`config.mk`:
```
export PLATFORM = sky130hd
export DESIGN_NAME = alu_serial_seq
export DESIGN_NICKNAME = d
export VERILOG_FILES = /design/src/rtl/alu_serial_seq.sv
export SDC_FILE = /design/constraint.sdc
export NUM_CORES = 1
export LEC_CHECK = 0
export BUFFER_PORTS_ARGS = -buffer_cell sky130_fd_sc_hd__buf_2
export CAP_MARGIN = 20
export CORE_AREA = 2 2 122 124
export DETAILED_ROUTE_END_ITERATION = 12
export DIE_AREA = 0 0 124 126
export PLACE_DENSITY_LB_ADDON = 0.05
export REMOVE_ABC_BUFFERS = 1
export SYNTH_ARGS = -nofsm -noshare
export SYNTH_HDL_FRONTEND = slang
export SYNTH_SLANG_ARGS = --single-unit
export TNS_END_PERCENT = 30
```
`constraint.sdc`:
```
create_clock -name clk_i -period 1.85 [get_ports clk_i]
set_input_delay 0.4625 -clock clk_i [delete_from_list [all_inputs] [get_ports clk_i]]
set_output_delay 0.4625 -clock clk_i [all_outputs]
set_load 0.01 [all_outputs]
```
`src/rtl/alu_serial_seq.sv`:
```
// alu_serial_seq -- bit-serial ALU sequencer.
//
// Accepts a WIDTH-bit operation through a start/ready handshake and walks it
// through an external 1-bit ALU slice one bit per cycle, LSB first. Carry is
// fed forward between bits in a register. SLT gets one extra fix-up cycle that
// turns the overflow-corrected sign of (src1 - src2) into a 0/1 result.
//
// Configuration macro: ALU_SEQ_FLAGS_EN
//   defined   : zero_o / overflow_o are registered alongside result_o
//   undefined : zero_o / overflow_o are tied to 0
//
// Ports:
//   clk_i, rst_i            clock, synchronous active-high reset
//   start_i, ready_o        request handshake (accepted when both high)
//   ctrl_i                  operation code (AND/OR/ADD/SUB/SLT/NOR)
//   src1_i, src2_i          operands, sampled on acceptance only
//   done_o                  one-cycle completion pulse
//   result_o                result register, held until the next completion
//   zero_o, overflow_o      result flags
//   slice_*_o               per-bit drive to the external slice
//   slice_result_i/cout_i   combinational slice outputs

module alu_serial_seq #(
    parameter int WIDTH = 32
) (
    input  logic             clk_i,
    input  logic             rst_i,
    input  logic             start_i,
    input  logic [3:0]       ctrl_i,
    input  logic [WIDTH-1:0] src1_i,
    input  logic [WIDTH-1:0] src2_i,
    output logic             ready_o,
    output logic             done_o,
    output logic [WIDTH-1:0] result_o,
    output logic             zero_o,
    output logic             overflow_o,
    output logic             slice_a_o,
    output logic             slice_b_o,
    output logic             slice_cin_o,
    output logic             slice_ainv_o,
    output logic             slice_binv_o,
    output logic [1:0]       slice_op_o,
    input  logic             slice_result_i,
    input  logic             slice_cout_i
);

    localparam int              CNT_W    = $clog2(WIDTH);
    localparam logic [CNT_W-1:0] LAST_BIT = CNT_W'(WIDTH - 1);

    localparam logic [3:0] CTRL_AND = 4'b0000;
    localparam logic [3:0] CTRL_OR  = 4'b0001;
    localparam logic [3:0] CTRL_ADD = 4'b0010;
    localparam logic [3:0] CTRL_SUB = 4'b0110;
    localparam logic [3:0] CTRL_SLT = 4'b0111;
    localparam logic [3:0] CTRL_NOR = 4'b1100;

    typedef enum logic [1:0] {IDLE, RUN, FIX, DONE} state_t;

    state_t           state, state_nxt;
    logic [WIDTH-1:0] a_sr, b_sr, res_sr, result_r;
    logic [3:0]       ctrl_r;
    logic [CNT_W-1:0] bit_cnt;
    logic             carry_r;
    logic             cin_msb, cout_msb, sum_msb;

    logic             accept, last_bit, supported, first_cin;
    logic [WIDTH-1:0] run_result, slt_result;

    // Slice decode from the latched operation code.
    // NOTE: every always_comb output gets a default first so no path leaves it
    // unassigned, which would otherwise infer a latch.
    always_comb begin
        slice_ainv_o = 1'b0;
        slice_binv_o = 1'b0;
        slice_op_o   = 2'd0;
        first_cin    = 1'b0;
        supported    = 1'b1;
        case (ctrl_r)
            CTRL_AND: ;
            CTRL_OR:  slice_op_o = 2'd1;
            CTRL_ADD: slice_op_o = 2'd2;
            CTRL_SUB, CTRL_SLT: begin
                slice_binv_o = 1'b1;
                slice_op_o   = 2'd2;
                first_cin    = 1'b1;   // two's-complement +1
            end
            CTRL_NOR: begin
                slice_ainv_o = 1'b1;
                slice_binv_o = 1'b1;
            end
            default:  supported = 1'b0;
        endcase
    end

    assign slice_a_o   = a_sr[0];
    assign slice_b_o   = b_sr[0];
    // Bit 0 of an arithmetic op takes its fixed carry-in; everything else,
    // including logical ops where it does not matter, comes from carry_r.
    assign slice_cin_o = (bit_cnt == '0 && slice_op_o == 2'd2) ? first_cin : carry_r;

    assign ready_o    = (state == IDLE) || (state == DONE);
    assign done_o     = (state == DONE);
    assign result_o   = result_r;
    assign accept     = start_i && ready_o;
    assign last_bit   = (bit_cnt == LAST_BIT);

    // Next value of the assembly register: new bit enters at the MSB end so
    // that after WIDTH shifts bit 0 sits at the LSB.
    assign run_result = {(supported ? slice_result_i : 1'b0), res_sr[WIDTH-1:1]};
    // Signed less-than = sign of the difference corrected by overflow.
    assign slt_result = {{(WIDTH-1){1'b0}}, sum_msb ^ (cin_msb ^ cout_msb)};

    always_comb begin
        state_nxt = state;
        case (state)
            IDLE: if (start_i) state_nxt = RUN;
            RUN:  if (last_bit) state_nxt = (ctrl_r == CTRL_SLT) ? FIX : DONE;
            FIX:  state_nxt = DONE;
            DONE: state_nxt = start_i ? RUN : IDLE;
            default: state_nxt = IDLE;
        endcase
    end

`ifdef ALU_SEQ_FLAGS_EN
    logic zero_r, ovf_r, is_addsub;
    assign is_addsub  = (ctrl_r == CTRL_ADD) || (ctrl_r == CTRL_SUB);
    assign zero_o     = zero_r;
    assign overflow_o = ovf_r;
`else
    assign zero_o     = 1'b0;
    assign overflow_o = 1'b0;
`endif

    // NOTE: sequential state uses non-blocking assignments so every register
    // samples the pre-edge values regardless of statement order.
    always_ff @(posedge clk_i) begin
        if (rst_i) begin
            state    <= IDLE;
            a_sr     <= '0;
            b_sr     <= '0;
            res_sr   <= '0;
            result_r <= '0;
            ctrl_r   <= CTRL_AND;
            bit_cnt  <= '0;
            carry_r  <= 1'b0;
            cin_msb  <= 1'b0;
            cout_msb <= 1'b0;
            sum_msb  <= 1'b0;
`ifdef ALU_SEQ_FLAGS_EN
            zero_r   <= 1'b0;
            ovf_r    <= 1'b0;
`endif
        end else begin
            state <= state_nxt;
            if (accept) begin
                a_sr    <= src1_i;
                b_sr    <= src2_i;
                ctrl_r  <= ctrl_i;
                bit_cnt <= '0;
            end
            if (state == RUN) begin
                res_sr  <= run_result;
                carry_r <= slice_cout_i;
                a_sr    <= a_sr >> 1;
                b_sr    <= b_sr >> 1;
                bit_cnt <= bit_cnt + CNT_W'(1);
                if (last_bit) begin
                    cin_msb  <= slice_cin_o;
                    cout_msb <= slice_cout_i;
                    sum_msb  <= slice_result_i;
                    if (ctrl_r != CTRL_SLT) begin
                        result_r <= run_result;
`ifdef ALU_SEQ_FLAGS_EN
                        zero_r   <= (run_result == '0);
                        ovf_r    <= is_addsub & (slice_cin_o ^ slice_cout_i);
`endif
                    end
                end
            end
            if (state == FIX) begin
                result_r <= slt_result;
`ifdef ALU_SEQ_FLAGS_EN
                zero_r   <= (slt_result == '0);
                ovf_r    <= 1'b0;
`endif
            end
        end
    end

endmodule

```
# Yosys cells after proc, flatten, opt, wreduce, memory -nomap -nowiden
# Index checks and enable logic that the tools add are counted.
[totals]
register_bits = 143
latch_bits = 0
mem_bits_rw = 0
rom_bits = 0
inputBits = 73
out_inout_bits = 43
wordCells = 72
mem_count = 0
[op_classes]
n_addsub = 1
multipliers = 0
div = 0
magnitude_cmp = 0
eq_ne = 13
shifts = 0
n_mux = 22
bitwise = 2
reduce_logical = 20
[op_table]
columns = ["cell", "count"]
rows = [
  ["31-bit 2-to-1 mux", 4],
  ["1-bit 2-to-1 mux", 12],
  ["5-bit 2-to-1 mux", 2],
  ["4-bit by 3-bit equality test with 1-bit output, second input constant", 2],
  ["2-bit case mux with 4 select lines", 1],
  ["2-bit nonzero test", 4],
  ["2-bit equality test, second input constant", 3],
  ["3-bit AND reduction", 2],
  ["2-bit OR reduction", 3],
  ["3-bit OR reduction", 2],
  ["6-bit OR reduction", 1],
  ["5-bit by 1-bit adder with 5-bit output, second input constant", 1],
  ["5-bit equality test, second input constant", 1],
  ["5-bit zero test", 1],
  ["4-bit by 1-bit equality test with 1-bit output, second input constant", 1],
  ["4-bit by 2-bit equality test with 1-bit output, second input constant", 1],
  ["4-bit equality test, second input constant", 1],
  ["4-bit zero test", 1],
  ["2-bit 2-to-1 mux", 2],
  ["2-bit inequality test, second input constant", 2],
  ["4-bit by 3-bit inequality test with 1-bit output, second input constant", 1],
  ["2-bit case mux with 2 select lines", 1],
  ["2-bit AND reduction", 2],
  ["2-bit by 1-bit equality test with 1-bit output, second input constant", 1],
  ["4 further kinds", 6],
]

# Longest topological paths before layout
# Gate-level depths: netlist of run 1.
[depth]
ltp_word = 6
ltp_mapped = 8
mapped_depth_nobuf = 6

# Worst setup path before layout of run 1
# No wires, ideal clock.
[synth_path]
path_type = "register to output"
startpoint = "register bit_cnt[0]"
endpoint = "output slice_cin_o"
t_arrival_ns = 1.441
required_ns = 1.387
slack_ns = -0.053
path_stages_with_launch = 6
path_buffers = 0
path_cell_list = "dfxtp_1 -> inv_1 -> ha_1 -> or4b_4 -> or3_4 -> nand2_1"
[synth_via]
elab_chain_len = 3
[synth_rtl]
columns = ["item", "line", "source"]
rows = [
  ["from (decl)", "62", "logic [CNT_W-1:0] bit_cnt;"],
  ["from (signal assigned)", "166", "bit_cnt <= bit_cnt + CNT_W'(1);"],
  ["5-bit zero test", "99", "assign slice_cin_o = (bit_cnt == '0 && slice_op_o == 2'd2) ? first_cin : carry_r;"],
  ["1-bit logical AND", "99", ""],
  ["1-bit 2-to-1 mux", "99", ""],
  ["to (decl)", "39", "output logic slice_cin_o,"],
]
# No other way between the ends.

# Worst setup path after layout of run 1
[layout_path]
startpoint = "register bit_cnt[1]"
endpoint = "output slice_cin_o"
# Same word-level chain as after synthesis.

==> results of run 1 <==
==> per-stage QoR <==
step	instances	area, um^2	TNS [ps]
2_1_floorplan	646	5620	-180280
5_1_grt	1005	7500	-647
3_5_place_dp	972	6770	-145
6_report	1006	7500	-537
3_3_place_gp	972	6770	-137
4_1_cts	1004	7450	-596
==> logic make-up (layout without fill, tap and decap cells) <==
family	count (synthesis)	in the layout	synth area share [%]
XOR/XNOR	4	4	0.595
flip-flops	142	142	48.3
buffers and inverters	74	183	5.08
other	1	3	0.0637
adder cells (fa/ha/maj)	8	8	1.70
multiplexers	33	33	5.61
AND/OR/NAND/NOR	299	299	21.2
AO/OA/AOI/OAI	150	150	17.4
==> power by group <==
group	internal (uW)	switching [uW]	total, uW
sequential	3840	418	4260
clock	2300	1270	3570
combinational	1580	2110	3680
total	7720	3790	11500
==> synth_stat cells, drive strengths merged, types with 3 or more instances <==
library cell    n
o21ai          32
nor2           96
nand3          36
clkbuf         51
o31ai           3
ha              8
a311oi         64
buf            15
nor2b           3
inv             8
a21oi          44
nand2         145
dfxtp         142
mux2i          33
nand2b          4
==> per-layer routing <==
layer	track usage, %	wire (um)	up-vias
met5	0	0	-
met4	6.15	189	0
met2	31.0	6660	111
li1	-	-	2665
met3	5.62	849	17
met1	22.8	6350	2398
==> worst paths after layout <==
check                           start                        to  slack [ps]
max           bit_cnt[1]$_SDFFE_PP0P_               slice_cin_o        -540
min reg2reg  result_o[4]$_SDFFE_PP0P_  result_o[4]$_SDFFE_PP0P_         470
min                         ctrl_i[2]    ctrl_r[2]$_SDFFE_PP0P_         280
max reg2reg   bit_cnt[0]$_SDFFE_PP0P_  result_o[1]$_SDFFE_PP0P_         110
==> repair_timing <==
item | 4_1_cts | 5_1_grt
pin swaps | 3 | 2
endpoints found under the setup margin | 6 | 35
gates resized for setup | 20 | 8
hold buffers | 0 | 0
gates cloned | 0 | 1
==> worst register-to-register path: cells and delay by family, from the launching register on <==
family / cells / cell delay [ps]
compound gates: 1 / 70
fa+ha+maj: 2 / 380
buf+inv: 2 / 320
flops: 1 / 320
simple gates: 3 / 510
==> flip-flops by register name, summed over array words and instances (netlist names), 2 cells and up <==
signal and flops:
a_sr 32, b_sr 32, result_o 32, res_sr 31, bit_cnt 5, ctrl_r 4, state 2
==> layout make-up <==
type / instances / area (um^2) / share of cell area, %
clock inverter: 9 / 131 / 1.75
inverter: 8 / 35.0 / 0.467
antenna: 1 / 2.50 / 0.0333
timing repair buffer: 143 / 940 / 12.5
clock buffer: 23 / 498 / 6.64
sequential: 142 / 2860 / 38.1
multi-input combinational: 496 / 2810 / 37.4
tap: 184 / 230 / 3.07
==> results.ini, run 1 <==
[timing]
unrepaired_setup_endpoints_after_global_routing=true
period_minus_slack_ps=2390
max_clock_freq_mhz=419
worst_hold_slack_ps=280
worst_clock_skew_ps=5.46
tightest_slew_ps=597
layout_setup_ws_ps=-537
maxSlewViolCount=0
headroom_to_the_max_slew_limit_pct=60.2
finalHoldViolations=0
layout_worst_path_cycle_share_pct=129
setup_violations=1

[layout]
drive_gt1_share_pct=24.5
final.fill_count=1400
final_common_cell=sky130_fd_sc_hd__nand2_1
flow.area_growth_from_synthesis_pct=27.5
layout.nets=889
final_cell_mix=144 x sky130_fd_sc_hd__nand2_1, 134 x sky130_fd_sc_hd__dfxtp_1, 110 x sky130_fd_sc_hd__buf_2, 96 x sky130_fd_sc_hd__nor2_1, 63 x sky130_fd_sc_hd__a311oi_1
final_util_pct=52.4

[setup_path]
worstPathBufferInverterCount=2
cp.required_ps=1390
crit_type=flop to primary output
cell_chain_critical_path=inv_2 > ha_4 > or4b_4 > or3_4 > nand2_2 > buf_6
cp-end-kind=primary output
worst-endpoint-arrival_ps=1920
worst_setup_path_start_kind=flop
critical_path_depth=6
rr_worst_depth=8
crit_path_top_delay_cell=sky130_fd_sc_hd__or4b_4
path_delay_family=simple AND/OR/NAND/NOR gates
crit_path_max_incr_delay_ps=460
worst-path-max-fanout=2

[synthesis]
syn_inst=711
yosysTopAreaCell=sky130_fd_sc_hd__dfxtp_1
synthFlopType=sky130_fd_sc_hd__dfxtp_1
synth_enable_flop_cells=0
synth_cell_types=41
synth.top_cells.by_area=sky130_fd_sc_hd__dfxtp_1 48%, sky130_fd_sc_hd__a311oi_1 9.4%, sky130_fd_sc_hd__nand2_1 9.2%, sky130_fd_sc_hd__nor2_1 6.1%, sky130_fd_sc_hd__mux2i_1 5.6%
yosys_warnings=0
yosysSeqAreaShare_pct=48.3
synth_area_per_cell_um2=8.28
yosys_register_bits=142
post-synth-top-area-fraction_pct=48.3
synth_async_sr_flop_share_pct=0
post_synth_instance_area_um2=5890

[route]
drt_pass1_iterations=7
wl_mm=14.0
drt_drc_violations_left=0
routed_wl_per_cell_um=14.0
number_of_nets_with_antenna_violations_after_detailed_routing=0
via_count=5191
drc_violation_total_after_the_first_tritonroute_iteration=259
route.detailed.vias_per_inst=5.16

[clock_tree]
clock-root-buffer=sky130_fd_sc_hd__clkbuf_16
tritoncts.num_buffers=17
clock_insertion_delay_worst_skew_ps=410
cts.htree.levels=4
path_clk_slew_ps=50
post_cts_buffers=0
cts.sinks=142
cts_tree=yes
cts.path.max_buffers=2

[placement]
post-dp-hpwl_mm=9.05
number_of_buffer_cells_added_on_primary_ports=113
routabilityCongestion=0.772
place_ws_ps=-145

[run_status]
violations_in_the_final_reports=negative setup slack
outcome=finished, violations left

[global_routing]
grt_pass1_wl_mm=23.5
number_of_antenna_violations_at_the_first_check_in_global_routing=2
gr-usage-all-layers_pct=18.6
first_global_vias=4972
grt_start_max_net_pins=55
gr-total-overflow=0

[power]
total_power_uw=11500
power.ir.vdd_worst_uv=798
power.density_cell_area_nw_per_um2=1530
power_leakage_uw=0.00305

[die]
floorplan.die_area_um2=15600
core_region_area_um2=14300
die_h_um=126
fp-row-count=44
horizontal_die_dimension_um=124
top_level_ports=116
floorplan.initialDensity_pct=41.1

[worst_hold_path]
worst_hold_path.num_cells=3
holdCritPathClass=input pin to flop

[job]
cap_viol_max_count=0

Power figures use the tool's default switching activity.
==> run 2, diff against run 1 <==
==> constraint.sdc (replaced) <==
create_clock -name clk_i -period 1.85 [get_ports clk_i]
set_input_delay 0.4625 -clock clk_i [delete_from_list [all_inputs] [get_ports clk_i]]
set_output_delay 0.4625 -clock clk_i [all_outputs]
set_load 0.005 [all_outputs]
==> run 2 against run 1 <==
- the run still ends with negative setup slack left
- non-clock buffer count rose by 16
- via count rose by 0.96%
- final area rose by 1.5%
- first-iteration DRC count fell by 1.9%
==> results.ini, run 2 (synthesized netlist as in run 1, its figures left out) <==
[run_status]
outcome=finished, violations left
violations_in_the_final_reports=negative setup slack

[job]
cap_viol_max_count=0  ; unchanged

[power]
power.net_switching_uw=3760  ; -0.88%
share_comb_of_total_power_pct=33.7  ; +1.7 points
power.sequential.fraction_pct=37.8  ; +0.8 points
power_leakage_uw=0.00310  ; +1.6%
total_power_uw=11300  ; -1.6%
design_internal_power_uw=7570  ; -2.0%
power.density_cell_area_nw_per_um2=1490  ; -3.1%
switching_share_pct=33.2  ; +0.25 points
power.ir.vdd_worst_uv=970  ; +22%
power_frac_clock_pct=28.6  ; -2.4 points

[timing]
layout_worst_path_cycle_share_pct=132  ; +2.7 points
headroom_to_the_max_slew_limit_pct=57.8  ; -2.4 points
tightest_slew_ps=634  ; +36.5 ps
layout_setup_ws_ps=-586  ; -49.3 ps
unrepaired_setup_endpoints_after_global_routing=true
setup_violations=2  ; +1
max_clock_freq_mhz=410  ; -2.0%
maxSlewViolCount=0  ; unchanged
period_minus_slack_ps=2440  ; +49.3 ps
finalHoldViolations=0  ; unchanged
worst_clock_skew_ps=8.33  ; +2.88 ps

[global_routing]
gr-total-overflow=0  ; unchanged
first_global_vias=5051  ; +1.6%
number_of_antenna_violations_at_the_first_check_in_global_routing=2  ; unchanged
gr-usage-all-layers_pct=18.7  ; +0.11 points
grt_start_max_net_pins=55  ; unchanged
grt_pass1_wl_mm=23.4  ; -0.24%

[layout]
design_area_um2=7620  ; +1.5%
drive_gt1_share_pct=26.3  ; +1.8 points
finish.cell_count_without_fillers=1022  ; +1.6%
multiInputGateArea_um2=2860  ; +1.6%
flow.area_growth_from_synthesis_pct=29.4
final_util_pct=53.2  ; +0.80 points
final_cell_mix=142 x sky130_fd_sc_hd__nand2_1, 136 x sky130_fd_sc_hd__dfxtp_1, 112 x sky130_fd_sc_hd__buf_2, 96 x sky130_fd_sc_hd__nor2_1, 63 x sky130_fd_sc_hd__a311oi_1
layout.nets=905  ; +1.8%
ff_latch_area_um2=2860  ; about the same
final_common_cell=sky130_fd_sc_hd__nand2_1
final.fill_count=1357  ; -3.1%

[setup_path]
timing.critical_path.mode_cell=sky130_fd_sc_hd__buf_4
critical_path.startpoint=bit_cnt[0]$_SDFFE_PP0P_
cp.required_ps=2140  ; +750 ps
rr_worst_depth=18  ; +10
cp-end-kind=flop
worst-path-max-fanout=2  ; unchanged
crit_path_top_delay_cell=sky130_fd_sc_hd__dfxtp_2
crit_type=flop to flop
r2r_setup_slack_ps=-590  ; -700 ps
worst_setup_path_start_kind=flop
crit_path_max_incr_delay_ps=340  ; -120 ps
r2r_end=bit_cnt[0]$_SDFFE_PP0P_
cell_chain_critical_path=inv_2 > buf_4 > buf_4 > buf_4 > buf_4 > buf_4 > buf_4 > buf_4 > buf_4 > buf_4 > buf_4 > buf_4 > buf_4 > buf_4 > buf_4 > buf_4 > nand2_2 > a21oi_2
path_delay_family=buffers and inverters
worstPathBufferInverterCount=16  ; +14
worst-endpoint-arrival_ps=2730  ; +810 ps
timing.rr.start=bit_cnt[0]$_SDFFE_PP0P_

[route]
drt_drc_violations_left=0  ; unchanged
drc_violation_total_after_the_first_tritonroute_iteration=254  ; -1.9%
routed_wl_per_cell_um=14.2  ; +1.8%
drt_pass1_iterations=4  ; -3
route.detailed.vias_per_inst=5.13  ; -0.62%
number_of_nets_with_antenna_violations_after_detailed_routing=0  ; unchanged
wl_mm=14.5  ; +3.5%
via_count=5241  ; +0.96%

[worst_hold_path]
holdCritPathClass=input pin to flop
min_delay_worst_endpoint=ctrl_r[2]$_SDFFE_PP0P_
hold_path_startpoint=ctrl_i[2]
worst_hold_path.num_cells=3  ; unchanged

[placement]
routabilityCongestion=0.767  ; -0.65%
post-dp-hpwl_mm=9.06  ; +0.11%
post_place_instance_area_um2=6760  ; -0.11%
number_of_buffer_cells_added_on_primary_ports=113  ; unchanged
placed_cells=971  ; -0.10%

[die]
floorplan.die_area_um2=15600  ; unchanged
fp-row-count=44  ; unchanged
floorplan.initialDensity_pct=41.1  ; unchanged
horizontal_die_dimension_um=124  ; unchanged
core_region_area_um2=14300  ; unchanged
die_h_um=126  ; unchanged
top_level_ports=116  ; unchanged

[clock_tree]
path_clk_slew_ps=50  ; about the same
cts.sinks=142  ; unchanged
cts.htree.levels=4  ; unchanged
clock_insertion_delay_worst_skew_ps=410  ; about the same
cts_tree=yes
cts_hold_buffers=0  ; unchanged
cts.path.max_buffers=2  ; unchanged
tritoncts.num_buffers=17  ; unchanged
clock-root-buffer=sky130_fd_sc_hd__clkbuf_16

==> run 2: changes by cell type in the layout (fill, tap and decap cells not counted), sizes merged <==
cell,before,now
buf,142,156
clkbuf,24,27
clkinvlp,3,1
diode,1,2
bufinv,3,2
clkinv,3,4
==> run 2: repair_timing <==
item | in CTS | in global routing
pin swaps | 3 | 4
gates cloned | 0 | 3
gates resized for setup | 16 | 20
setup endpoints to repair | 8 | 38
setup buffers | 15 | 1
==> run 2: area by class of cell <==
class | count | share of cell area (%)
antenna | 2 | 0.0657
clock buffer | 24 | 6.19
clock inverter | 7 | 1.15
inverter | 8 | 0.460
multi-input combinational | 496 | 37.5
sequential | 142 | 37.5
tap | 184 | 3.02
timing repair buffer | 159 | 14.2
==> run 2: how the worst max path moves through the flow <==
stage | to | slack (ps) | cells after the start
6_report | bit_cnt[0]$_SDFFE_PP0P_ | -590 | 18
5_1_grt | bit_cnt[0]$_SDFFE_PP0P_ | -630 | 18
4_1_cts | slice_cin_o | -580 | 6
3_5_place_dp | slice_cin_o | -150 | 6
3_3_place_gp | slice_cin_o | -120 | 6
2_1_floorplan | a_sr[31]$_SDFFE_PP0P_ | -1770 | 5
==> run 2: power groups by stage <==
stage | logic (uW) | clock network [uW] | registers, uW
after global placement | 3470 | 0 | 4280
final | 3810 | 3230 | 4280
after floorplan | 2390 | 0 | 4210
after CTS | 3780 | 3330 | 4260
after detailed placement | 3550 | 0 | 4290
after global routing | 4280 | 3500 | 4370
==> run 2: stage by stage <==
| step | hold WS (ps) | TNS, ps | setup WS (ps) |
|---|---|---|---|
| finish | 289 | -1120 | -586 |
| global route | 286 | -1350 | -633 |
| CTS | 274 | -1050 | -577 |
| detailed placement | 460 | -151 | -150 |
| global placement | 457 | -119 | -119 |
| floorplan | 443 | -180250 | -1770 |
==> run 2: per-layer routing <==
layer | track usage [%] | vias to the layer above | wire length [um]
met1 | 23.3 | 2401 | 6520
met3 | 5.98 | 23 | 834
met2 | 29.8 | 119 | 6910
met5 | 0 | - | 0
li1 | - | 2698 | -
met4 | 7.73 | 0 | 261
==> run 2: worst min-delay path: stages <==
cell	delay, ps
sky130_fd_sc_hd__buf_2	90
sky130_fd_sc_hd__nand2_1	40
sky130_fd_sc_hd__a21oi_1	50
